[config.mk]
export PLATFORM = sky130hd
export DESIGN_NAME = wptr_full_ctrl
export DESIGN_NICKNAME = d
export VERILOG_FILES = /design/src/rtl/wptr_full_ctrl.sv
export SDC_FILE = /design/constraint.sdc
export NUM_CORES = 1
export LEC_CHECK = 0
export CAP_MARGIN = 20
export CORE_UTILIZATION = 49
export CTS_BUF_LIST = sky130_fd_sc_hd__clkbuf_4 sky130_fd_sc_hd__clkbuf_8
export DETAILED_ROUTE_END_ITERATION = 8
export PLACE_DENSITY = 0.81
export SLEW_MARGIN = 25
export SYNTH_ARGS = -nofsm -noshare
export SYNTH_HDL_FRONTEND = slang
export SYNTH_SLANG_ARGS = --single-unit
[constraint.sdc]
create_clock -name wclk -period 2.9 [get_ports wclk]
set_input_delay 0.58 -clock wclk [delete_from_list [all_inputs] [get_ports wclk]]
set_output_delay 0.58 -clock wclk [all_outputs]
set_load 0.005 [all_outputs]
[src/rtl/wptr_full_ctrl.sv]
// wptr_full_ctrl: write-domain pointer, full/almost-full, occupancy and overflow control for a dual-clock FIFO
module wptr_full_ctrl #(
  parameter int ADDRSIZE    = 4,
  parameter int AFULL_LEVEL = 12
) (
  input  logic                wclk,
  input  logic                wrst,
  input  logic                winc,
  input  logic [ADDRSIZE:0]   wq2_rptr,
  input  logic                wclr_ovf,
  output logic [ADDRSIZE-1:0] waddr,
  output logic [ADDRSIZE:0]   wptr,
  output logic                wfull,
  output logic                awfull,
  output logic [ADDRSIZE:0]   wlevel,
  output logic                woverflow
);
  localparam int W = ADDRSIZE + 1;
  logic [W-1:0] wbin_q, wbin_d, wptr_q, wptr_d, level_q, level_d, rbin_s;
  logic wfull_q, wfull_d, awfull_q, awfull_d, ovf_q, ovf_d;
  always_comb begin
    wbin_d = wbin_q + W'(winc & ~wfull_q);
    wptr_d = (wbin_d >> 1) ^ wbin_d;
    for (int i = 0; i < W; i++) rbin_s[i] = ^(wq2_rptr >> i);
    level_d = wbin_d - rbin_s;
    wfull_d = wptr_d == {~wq2_rptr[ADDRSIZE:ADDRSIZE-1], wq2_rptr[ADDRSIZE-2:0]};
    awfull_d = level_d >= W'(AFULL_LEVEL);
    // a write attempt while full outranks a simultaneous clear
    ovf_d = (winc & wfull_q) | (ovf_q & ~wclr_ovf);
  end
  always_ff @(posedge wclk or posedge wrst) begin
    if (wrst) begin
      wbin_q   <= '0;
      wptr_q   <= '0;
      level_q  <= '0;
      wfull_q  <= 1'b0;
      awfull_q <= 1'b0;
      ovf_q    <= 1'b0;
    end else begin
      wbin_q   <= wbin_d;
      wptr_q   <= wptr_d;
      level_q  <= level_d;
      wfull_q  <= wfull_d;
      awfull_q <= awfull_d;
      ovf_q    <= ovf_d;
    end
  end
  assign waddr     = wbin_q[ADDRSIZE-1:0];
  assign wptr      = wptr_q;
  assign wfull     = wfull_q;
  assign awfull    = awfull_q;
  assign wlevel    = level_q;
  assign woverflow = ovf_q;
endmodule

==> impl_metrics.py <==
metrics = {
    "yosys": {
        "avgSynthCellArea_um2": 11.4,
        "yosysWarnings": 0,
        "ys_ff_latch": 17,
        "synth.distinct_cells": 29,
        "synthTopCellsByArea": "dfrtp_1 46%, xnor2_1 13%, ha_1 5.4%",
        "synth_cells": 82,
        "synth-simple-area-share_pct": 9.25,
        "ys_seq_area_share_pct": 45.6,
        "synth_top_family_by_area": "XOR/XNOR gates",
        "syn_area_um2": 933,
        "synthAdderAreaFrac_pct": 5.36,
        "synthXorXnorAreaFrac_pct": 24.1,
        "synthMuxAreaShare_pct": 1.07,
        "synth_top_area_share_pct": 45.6,
        "yosys.area.top_type": "dfrtp_1",
        "synth-compound-area-share_pct": 9.79,
        "synth_nets": 95,
    },
    "final_layout": {
        "antenna_cells": 0,
        "final_util_pct": 77.4,
        "final_nets": 138,
        "fillers": 127,
        "syn_to_final_growth_pct": 46.2,
        "design_area_um2": 1370,
        "drive_above_1_share_pct": 24.2,
    },
    "timing": {
        "hold_violations": 0,
        "fmax_mhz": 360,
        "setup_violations": 0,
        "worst_pin_slew_ns": 0.623,
        "fin_crit_ns": 2.77,
        "min_period_over_period_pct": 95.7,
        "maxSlewViolCount": 0,
        "fin_skew_ns": 0.00377,
        "tns_ns": 0,
        "slew-limit-headroom_pct": 58.4,
        "fin_ws_ns": 0.125,
        "grt_setup_unrepaired": "false",
    },
    "grt": {
        "grt_use_total_pct": 21.5,
        "gr-total-overflow": 0,
        "grt_pass1_wl_mm": 3.00,
        "grt_pass1_vias": 674,
        "antenna_found_initial": 0,
        "grt_max_degree": 18,
    },
    "floorplan": {
        "rows": 15,
        "core_um2": 1760,
        "io-pin-count": 26,
        "die_area_um2": 2080,
        "die_w_um": 45.6,
        "die_y_um": 45.6,
        "start_util_pct": 52.9,
    },
    "drt": {
        "detail_route.wl_per_cell_um": 12.8,
        "avgViaCountPerCell": 4.79,
        "drt_wl_total_mm": 1.91,
        "drc": 0,
        "drtIter0Drc": 7,
        "vias": 714,
        "firstDrtPassIters": 4,
        "ant_nets": 0,
    },
    "flow_run": {
        "cap_violations": 0,
    },
    "placed_design": {
        "dp_slack_ns": -0.378,
        "io_buffers": 25,
        "routabilityCongestion": 0.828,
        "place_area_um2": 1310,
        "dp.final_hpwl_mm": 1.52,
    },
    "clock_tree": {
        "clockBufferDepth": 2,
        "cts_tree": "yes",
        "cts_inserted_buffers": 3,
        "cts_sinks": 17,
        "clk_pin_slew_worst_paths_ns": 0.09,
        "root_buffer": "clkbuf_4",
        "ctsHoldBuffers": 0,
        "worstSkewPairLatency_ns": 0.29,
        "htree_levels": 1,
    },
    "critical_path": {
        "worstPathArrival_ns": 2.96,
        "path_class": "in -> reg",
        "worstPathRequired_ns": 3.09,
        "crit_path_end_kind": "register",
        "crit_path_cell_trace": "clkdlybuf4s50_1, xor3_2, xnor2_2, xnor2_1, ha_2, inv_1, ha_2, a211o_1, a31oi_1, xnor2_1, a21o_1",
        "critPathMaxFanout": 4,
        "start_kind": "input pin",
        "crit_path_top_delay_cell": "clkdlybuf4s50_1",
        "max_stage_delay_ns": 0.50,
    },
    "pwr": {
        "leakage_nw": 0.615,
        "vdd_drop_max_mv": 0.789,
        "p_per_area_nw_per_um2": 1250,
    },
    "run_status": {
        "status": "complete, no violations",
    },
    "hold_path": {
        "worstHoldPathType": "reg -> reg",
    },
}
[worst max-delay path: cells and delay by family]
family | cells | cell delay (ns)
AO/OA/AOI/OAI | 3 | 0.59
adder cells (fa/ha/maj) | 2 | 0.41
XOR/XNOR | 4 | 0.85
buffers and inverters | 2 | 0.55
[routing by layer]
layer	share of wire, %	up-vias	GRT usage, %	routed length, um
met5	0	-	0	0
met3	3.7	4	3.17	71
met2	52	19	35.7	990
li1	-	354	-	-
met1	42	337	25.5	811
met4	1.9	0	14.5	37
[where the power goes]
group | leakage, nW | internal (mW) | total (mW) | switching [mW]
clock | 0.0184 | 0.0629 | 0.135 | 0.0721
combinational | 0.394 | 0.658 | 1.13 | 0.476
sequential | 0.203 | 0.367 | 0.432 | 0.0655
[final timing paths]
kind	end	depth (start not counted)	startpoint	slack [ns]
max	awfull	11	wq2_rptr[2]	0.13
max reg2reg	wfull	8	wfull	0.69
min	woverflow	2	woverflow	0.55
min reg2reg	woverflow	2	woverflow	0.55
max in group asynchronous	wptr[2]	2	wrst	1.84
min in group asynchronous	wbin_q[2]	2	wrst	0.66
[flip-flops by register name, indices dropped and copies added (netlist names)]
name,flops
awfull,1
woverflow,1
wbin_q,5
wptr,4
wlevel,5
wfull,1
[cell usage in the layout, fill, tap and decap left out]
master | Yosys | final
clkdlybuf4s50_1 | 0 | 24
dfrtp_1 | 17 | 17
buf_4 | 0 | 15
xnor2_1 | 14 | 13
inv_1 | 8 | 8
nand3_1 | 4 | 4
clkbuf_4 | 0 | 4
nand2b_1 | 3 | 3
a21oi_1 | 3 | 3
xor2_1 | 2 | 2
xnor2_2 | 1 | 2
inv_2 | 2 | 2
a22oi_1 | 2 | 2
a211o_1 | 2 | 2
o21ai_0 | 2 | 2
or3_1 | 2 | 2
ha_1 | 4 | 2
ha_2 | 0 | 2
and3b_1 | 1 | 1
nor2b_1 | 1 | 1
xor3_2 | 1 | 1
xnor2_4 | 1 | 1
a31oi_1 | 1 | 1
xor2_2 | 1 | 1
mux2i_1 | 1 | 1
nor2_1 | 1 | 1
a211oi_2 | 1 | 1
nor3_1 | 1 | 1
and3_2 | 1 | 1
o211ai_1 | 1 | 1
nand2_1 | 1 | 1
a21o_1 | 1 | 1
dlymetal6s2s_1 | 0 | 1
[final cells by class]
type	instances	area (um2)	share of cell area, %
multi-input combinational	53	475	34.8
tap	25	31.3	2.29
inverter	10	37.5	2.75
clock buffer	4	30.0	2.20
sequential	17	425	31.2
timing repair buffer	40	365	26.8
[kinds of logic (layout without fill, tap and decap cells)]
family | after synthesis | after routing
xor gates and xnor gates | 20 | 20
DFF | 17 | 17
and+or+nand+nor | 15 | 15
AOI/OAI and AO/OA | 13 | 13
buffers and inverters | 12 | 54
adders and majority gates | 4 | 4
muxes | 1 | 1
[repair_timing]
item | CTS | global route
pin swaps | 1 | 5
endpoints found under the setup margin | 1 | 2
gates resized for setup | 1 | 3
buffers inserted | 0 | 2
[stage by stage]
step                hold slack [ns]  total power, mW  instances
floorplan                     0.501             1.05         82
global placement              0.525             1.50        143
detailed placement            0.541             1.55        143
CTS                           0.555             1.70        147
global route                  0.604             1.83        149
finish                        0.549             1.70        149
[synthesized netlist by cell type]
library cell / instances
a211o_1: 2
a211oi_2: 1
a21o_1: 1
a21oi_1: 3
a22oi_1: 2
a31oi_1: 1
and3_2: 1
and3b_1: 1
clkbuf_1: 2
dfrtp_1: 17
ha_1: 4
inv_1: 8
inv_2: 2
mux2i_1: 1
nand2_1: 1
nand2b_1: 3
nand3_1: 4
nor2_1: 1
nor2b_1: 1
nor3_1: 1
o211ai_1: 1
o21ai_0: 2
or3_1: 2
xnor2_1: 14
xnor2_2: 1
xnor2_4: 1
xor2_1: 2
xor2_2: 1
xor3_2: 1
Power figures use the tool's default switching activity.
